==> config.mk <==
export PLATFORM = sky130hd
export DESIGN_NAME = eth_tx_arbiter
export DESIGN_NICKNAME = d
export VERILOG_FILES = /design/src/rtl/eth_tx_arbiter.sv
export SDC_FILE = /design/constraint.sdc
export NUM_CORES = 1
export LEC_CHECK = 0
export BUFFER_PORTS_ARGS = -buffer_cell sky130_fd_sc_hd__buf_2
export CORE_ASPECT_RATIO = 0.6
export CORE_MARGIN = 1.5
export CORE_UTILIZATION = 51
export DETAILED_ROUTE_END_ITERATION = 10
export PLACE_DENSITY = 0.88
export SYNTH_ARGS = -nofsm -noshare
export SYNTH_HDL_FRONTEND = slang
export SYNTH_SLANG_ARGS = --single-unit
==> constraint.sdc <==
create_clock -name CLK_125M -period 8.6 [get_ports CLK_125M]
set_input_delay 0.43 -clock CLK_125M [delete_from_list [all_inputs] [get_ports CLK_125M]]
set_output_delay 0.43 -clock CLK_125M [all_outputs]
set_load 0.05 [all_outputs]
==> src/rtl/eth_tx_arbiter.sv <==
// Frame-atomic TX scheduler: arbitrates ARP, CMD and DATA frame sources onto the single MAC
// AXIS stream, with inter-frame gap, start timeout and maximum-length enforcement.
module eth_tx_arbiter #(
   parameter int unsigned IFG_CYCLES        = 12,
   parameter int unsigned MAX_FRAME_LEN     = 1518,
   parameter int unsigned START_TIMEOUT     = 64,
   parameter int unsigned DATA_STARVE_LIMIT = 4
) (
   input  logic       CLK_125M,
   input  logic       SYS_RST,
   input  logic       TRIG_TX_ARP,
   input  logic       TRIG_TX_CMD,
   input  logic       DATA_REQ,
   output logic       ARP_START,
   output logic       CMD_START,
   output logic       DATA_START,
   input  logic [7:0] ARP_TDATA,
   input  logic       ARP_TVALID,
   input  logic       ARP_TLAST,
   output logic       ARP_TREADY,
   input  logic [7:0] CMD_TDATA,
   input  logic       CMD_TVALID,
   input  logic       CMD_TLAST,
   output logic       CMD_TREADY,
   input  logic [7:0] DATA_TDATA,
   input  logic       DATA_TVALID,
   input  logic       DATA_TLAST,
   output logic       DATA_TREADY,
   output logic [7:0] RGMII_TX_DATA,
   output logic       RGMII_TX_VALID,
   output logic       RGMII_TX_LAST,
   input  logic       RGMII_TX_READY,
   output logic [1:0] TX_GRANT,
   output logic       TX_BUSY,
   output logic       ERR_TIMEOUT,
   output logic       ERR_OVERLEN
);

   localparam int unsigned LenW    = $clog2(MAX_FRAME_LEN + 1);
   localparam int unsigned TmoW    = (START_TIMEOUT > 1) ? $clog2(START_TIMEOUT) : 1;
   localparam int unsigned IfgW    = (IFG_CYCLES > 1) ? $clog2(IFG_CYCLES) : 1;
   localparam int unsigned StarveW = $clog2(DATA_STARVE_LIMIT + 1);

   localparam logic [LenW-1:0]    LenLast   = LenW'(MAX_FRAME_LEN - 1);
   localparam logic [TmoW-1:0]    TmoLast   = TmoW'(START_TIMEOUT - 1);
   localparam logic [IfgW-1:0]    IfgLast   = IfgW'(IFG_CYCLES - 1);
   localparam logic [StarveW-1:0] StarveMax = StarveW'(DATA_STARVE_LIMIT);

   localparam logic [1:0] GntNone = 2'd0;
   localparam logic [1:0] GntArp  = 2'd1;
   localparam logic [1:0] GntCmd  = 2'd2;
   localparam logic [1:0] GntData = 2'd3;

   typedef enum logic [2:0] {StIdle, StStart, StXfer, StDrain, StIfg} state_e;

   state_e             state_q, state_d;
   logic [1:0]         grant_q, grant_d;
   logic               arp_pend_q, arp_pend_d;
   logic               cmd_pend_q, cmd_pend_d;
   logic [StarveW-1:0] starve_q, starve_d;
   logic [TmoW-1:0]    tmo_q, tmo_d;
   logic [LenW-1:0]    len_q, len_d;
   logic [IfgW-1:0]    ifg_q, ifg_d;
   logic               arp_start_q, arp_start_d;
   logic               cmd_start_q, cmd_start_d;
   logic               data_start_q, data_start_d;
   logic               err_tmo_q, err_tmo_d;
   logic               err_ovl_q, err_ovl_d;

   logic       src_valid, src_last, src_ready;
   logic [7:0] src_data;
   logic       pass, hs, len_at_max;
   logic [1:0] pick;

   // Stream mux; the first beat may already pass while still in START.
   always_comb begin
      src_valid = 1'b0;
      src_last  = 1'b0;
      src_data  = '0;
      case (grant_q)
         GntArp: begin
            src_valid = ARP_TVALID;
            src_last  = ARP_TLAST;
            src_data  = ARP_TDATA;
         end
         GntCmd: begin
            src_valid = CMD_TVALID;
            src_last  = CMD_TLAST;
            src_data  = CMD_TDATA;
         end
         GntData: begin
            src_valid = DATA_TVALID;
            src_last  = DATA_TLAST;
            src_data  = DATA_TDATA;
         end
         default: ;
      endcase

      pass       = (state_q == StXfer) || ((state_q == StStart) && src_valid);
      len_at_max = (len_q == LenLast);

      RGMII_TX_VALID = pass && src_valid;
      RGMII_TX_DATA  = pass ? src_data : 8'h00;
      RGMII_TX_LAST  = pass && src_valid && (src_last || len_at_max);
      hs             = RGMII_TX_VALID && RGMII_TX_READY;

      src_ready   = pass ? RGMII_TX_READY : (state_q == StDrain);
      ARP_TREADY  = src_ready && (grant_q == GntArp);
      CMD_TREADY  = src_ready && (grant_q == GntCmd);
      DATA_TREADY = src_ready && (grant_q == GntData);
   end

   always_comb begin
      state_d      = state_q;
      grant_d      = grant_q;
      tmo_d        = tmo_q;
      len_d        = len_q;
      ifg_d        = ifg_q;
      starve_d     = starve_q;
      arp_start_d  = 1'b0;
      cmd_start_d  = 1'b0;
      data_start_d = 1'b0;
      err_tmo_d    = 1'b0;
      err_ovl_d    = 1'b0;

      pick = GntNone;
      if (state_q == StIdle) begin
         if (DATA_REQ && (starve_q == StarveMax)) begin
            pick = GntData;
         end else if (arp_pend_q) begin
            pick = GntArp;
         end else if (cmd_pend_q) begin
            pick = GntCmd;
         end else if (DATA_REQ) begin
            pick = GntData;
         end
      end

      // A new trigger on the granting cycle stays pending for a later frame.
      arp_pend_d = TRIG_TX_ARP || (arp_pend_q && (pick != GntArp));
      cmd_pend_d = TRIG_TX_CMD || (cmd_pend_q && (pick != GntCmd));

      if (!DATA_REQ || (pick == GntData)) begin
         starve_d = '0;
      end else if (((pick == GntArp) || (pick == GntCmd)) && (starve_q != StarveMax)) begin
         starve_d = starve_q + 1'b1;
      end

      case (state_q)
         StIdle: begin
            if (pick != GntNone) begin
               grant_d      = pick;
               arp_start_d  = (pick == GntArp);
               cmd_start_d  = (pick == GntCmd);
               data_start_d = (pick == GntData);
               tmo_d        = '0;
               len_d        = '0;
               state_d      = StStart;
            end
         end
         StStart, StXfer: begin
            if (pass) begin
               state_d = StXfer;
               if (hs) begin
                  len_d = len_q + 1'b1;
                  if (src_last) begin
                     grant_d = GntNone;
                     ifg_d   = '0;
                     state_d = StIfg;
                  end else if (len_at_max) begin
                     err_ovl_d = 1'b1;
                     state_d   = StDrain;
                  end
               end
            end else if (tmo_q == TmoLast) begin
               err_tmo_d = 1'b1;
               grant_d   = GntNone;
               ifg_d     = '0;
               state_d   = StIfg;
            end else begin
               tmo_d = tmo_q + 1'b1;
            end
         end
         StDrain: begin
            if (src_valid && src_last) begin
               grant_d = GntNone;
               ifg_d   = '0;
               state_d = StIfg;
            end
         end
         StIfg: begin
            if (ifg_q == IfgLast) begin
               state_d = StIdle;
            end else begin
               ifg_d = ifg_q + 1'b1;
            end
         end
         default: state_d = StIdle;
      endcase
   end

   always_ff @(posedge CLK_125M or posedge SYS_RST) begin
      if (SYS_RST) begin
         state_q      <= StIdle;
         grant_q      <= GntNone;
         arp_pend_q   <= 1'b0;
         cmd_pend_q   <= 1'b0;
         starve_q     <= '0;
         tmo_q        <= '0;
         len_q        <= '0;
         ifg_q        <= '0;
         arp_start_q  <= 1'b0;
         cmd_start_q  <= 1'b0;
         data_start_q <= 1'b0;
         err_tmo_q    <= 1'b0;
         err_ovl_q    <= 1'b0;
      end else begin
         state_q      <= state_d;
         grant_q      <= grant_d;
         arp_pend_q   <= arp_pend_d;
         cmd_pend_q   <= cmd_pend_d;
         starve_q     <= starve_d;
         tmo_q        <= tmo_d;
         len_q        <= len_d;
         ifg_q        <= ifg_d;
         arp_start_q  <= arp_start_d;
         cmd_start_q  <= cmd_start_d;
         data_start_q <= data_start_d;
         err_tmo_q    <= err_tmo_d;
         err_ovl_q    <= err_ovl_d;
      end
   end

   assign ARP_START   = arp_start_q;
   assign CMD_START   = cmd_start_q;
   assign DATA_START  = data_start_q;
   assign TX_GRANT    = grant_q;
   assign TX_BUSY     = (state_q != StIdle);
   assign ERR_TIMEOUT = err_tmo_q;
   assign ERR_OVERLEN = err_ovl_q;

endmodule

==> impl_metrics.tcl <==
set metrics [dict create \
    status "finished clean" \
    htree_levels 2 \
    insertion_delay_ns 0.29 \
    cts-root-buf "clkbuf_8" \
    dieArea_um2 5190 \
    post_drt_wl_per_cell_um 14.8 \
    cts_buffers 5 \
    ir_drop_v 0.000212 \
    leakage_nw 1.27 \
    syn_nets 306 \
    vias 2128 \
    hold_buffers 0 \
    yosysSeqAreaShare 0.372 \
    place.gp.congestion 0.847 \
    async_flop_share 1.00 \
    clkPwrFrac 0.154 \
    start_util 0.531 \
    cts_tree "yes" \
    viasPerCell 5.71 \
    rsz0062_at_grt "no" \
    period_share 0.412 \
    cell_internal_pwr_mw 0.418 \
    crit_type "register to register" \
    fin_setup_tns_ns 0 \
    cts.sinks 36 \
    clkTransAtPathRegs_ns 0.07 \
    ys_types 60 \
    syn_to_final_growth_pct 16.3 \
    max_freq_ghz 0.282 \
    crit_arrival_ns 3.76 \
    drive_gt1_frac 0.287 \
    max_stage_delay_ns 0.61 \
    num_io_pins 57 \
    die_y_um 56.4 \
    drtPass1Iterations 4 \
    max_slew_margin 0.536 \
    core_um2 4560 \
    finClkSkew_ns 0.00582 \
    grt_use_total 0.232 \
    timing.hold.ws_ns 0.234 \
    drv_slew 0 \
    cp.required_ns 8.82 \
    setup_viol 0 \
    switching_share 0.472 \
    drtIter0Drc 127 \
    ff2ff_setup_slack_ns 5.06 \
    ys_seq_elements 36 \
    p_comb_frac 0.504 \
    critical-path-slowest-cell "dfrtp_1" \
    grt_pass1_wl_mm 9.28 \
    antenna_cells 0 \
    grt_max_degree 37 \
    antenna_found_initial 0 \
    start_kind "register" \
    grt_pass1_vias 1931 \
    grt.overflow.total 0 \
    synth-main-ff-cell "dfrtp_1" \
    finalWirelength_mm 5.51 \
    synth_edf_count 0 \
    path_max_fanout 20 \
    hpwl_mm 4.18 \
    synthCells 257 \
    drv_cap 0 \
    endpoint_kind "register" \
    path_cells "nor3_2, inv_1, a21oi_1, inv_1, ha_1, nor3b_1, nor4b_2, o211ai_1, or4_1, a21oi_1" \
    port_buffers 56 \
    clock_path_buffers 2 \
    min_path_type "input port to async pin" \
    yosysWarningCount 0 \
    cts_setup_buffers 0 \
    power.switching_mw 0.374 \
    antenna_left 0 \
    drcViolationCount 0 \
    seqPwrFrac 0.342 \
    die_x_um 92.0 \
    power_density_nw_per_um2 281 \
    nNetsFinal 358 \
    syn_area_per_cell_um2 9.43 \
    worstMarginPinSlew_ns 0.693 \
    num_rows 19 \
    cts_resized 0 \
    finalCriticalPeriod_ns 3.54 \
    synth_area_um2 2420 \
    hold_viol_final 0 \
]
kinds of logic after synthesis:
group | after synthesis | share of synthesized area
AND/OR/NAND/NOR | 87 | 0.201
flip-flops | 36 | 0.372
AO/OA/AOI/OAI | 69 | 0.208
adder cells (fa/ha/maj) | 13 | 0.0672
buffers and inverters | 31 | 0.0563
multiplexers | 16 | 0.0775
XOR/XNOR | 5 | 0.0181
synthesized netlist by cell type (3+ instances only):
library cell / count / share of area
ha_1: 13 / 0.067
nand4_1: 4 / 0.010
a22oi_1: 8 / 0.025
nand3_1: 10 / 0.021
o21ai_0: 14 / 0.029
nand2b_1: 4 / 0.010
or3_1: 9 / 0.023
inv_1: 18 / 0.028
a21oi_1: 16 / 0.033
o211ai_1: 3 / 0.0093
a21o_1: 3 / 0.0093
buf_2: 4 / 0.0083
or4_1: 3 / 0.0093
mux2_2: 9 / 0.042
nor2_1: 19 / 0.029
and2_1: 4 / 0.010
o21a_1: 4 / 0.012
dfrtp_1: 36 / 0.37
clkbuf_1: 6 / 0.0093
xor2_1: 4 / 0.014
nand2_1: 16 / 0.025
power by group through the flow:
stage / logic (mW) / registers [mW] / clock network [mW]
after global placement: 0.382 / 0.268 / 0
after CTS: 0.398 / 0.269 / 0.126
final: 0.399 / 0.270 / 0.122
after floorplan: 0.338 / 0.245 / 0
after detailed placement: 0.395 / 0.273 / 0
after global routing: 0.441 / 0.277 / 0.132
per-stage QoR:
stage	cell area [um2]	std cells	power [mW]	setup WS [ns]	utilization
CTS	2820	373	0.793	5.07	0.617
global placement	2730	365	0.650	5.30	0.598
floorplan	2420	257	0.582	5.19	-
detailed placement	2730	365	0.668	5.10	0.598
finish	2820	373	0.792	5.06	0.617
global route	2820	373	0.850	4.74	0.617
cell usage in the layout (no fill, tap or decap), drive strengths merged, types with 2 or more instances in the layout:
cell type	count
mux2i	3
o22ai	3
nand2b	4
buf	58
nand4	4
or3	9
o211ai	3
dfrtp	36
o21a	4
nor2	19
inv	18
a311oi	2
nand3	10
ha	13
a21oi	16
clkbuf	8
nor4	3
xor2	4
nor3	3
o31ai	2
mux2	13
a22oi	8
nor4b	3
a41oi	2
and2	4
o21ai	15
a21o	3
nand2	16
or4	3
nor4bb	2
registers in the layout (all words and copies together) (netlist names):
signal       count
ERR_OVERLEN      1
cmd_pend_q       1
CMD_START        1
tmo_q            6
ARP_START        1
DATA_START       1
arp_pend_q       1
TX_GRANT         2
ERR_TIMEOUT      1
starve_q         3
len_q           11
state_q          3
ifg_q            4
layer usage:
metal  global-route usage  routed length [um]
met5                    0                   0
met4               0.0857                  66
met3               0.0637                 271
met2                0.323                2400
met1                0.341                2770
final timing paths:
path | start | end | cells after the start
max in group asynchronous | SYS_RST | DATA_START$_DFF_PP0_ | 3
worst min register to register | arp_pend_q$_DFF_PP0_ | arp_pend_q$_DFF_PP0_ | 1
min in group CLK_125M | TRIG_TX_CMD | cmd_pend_q$_DFF_PP0_ | 2
worst min-delay path | SYS_RST | len_q[2]$_DFFE_PP0P_ | 3
worst max-delay path | state_q[2]$_DFFE_PP0P_ | len_q[9]$_DFFE_PP0P_ | 10
worst max register to register | state_q[2]$_DFFE_PP0P_ | len_q[9]$_DFFE_PP0P_ | 10
worst max-delay path, delay by kind of cell (launching register included):
kind	cells	cell delay, ns
buffers and inverters	2	0.28
adder cells (fa/ha/maj)	1	0.27
AND/OR/NAND/NOR	4	1.42
AO/OA/AOI/OAI	3	0.88
flip-flops	1	0.61
layout make-up:
type	instances	area, um2
Fill cell	380	1750
Multi-Input combinational cell	190	1390
Sequential cell	36	901
Timing Repair Buffer	58	295
Clock buffer	8	90.1
Tap cell	63	78.8
Inverter	18	67.6
Note: power is estimated with default switching activity, not from simulation.
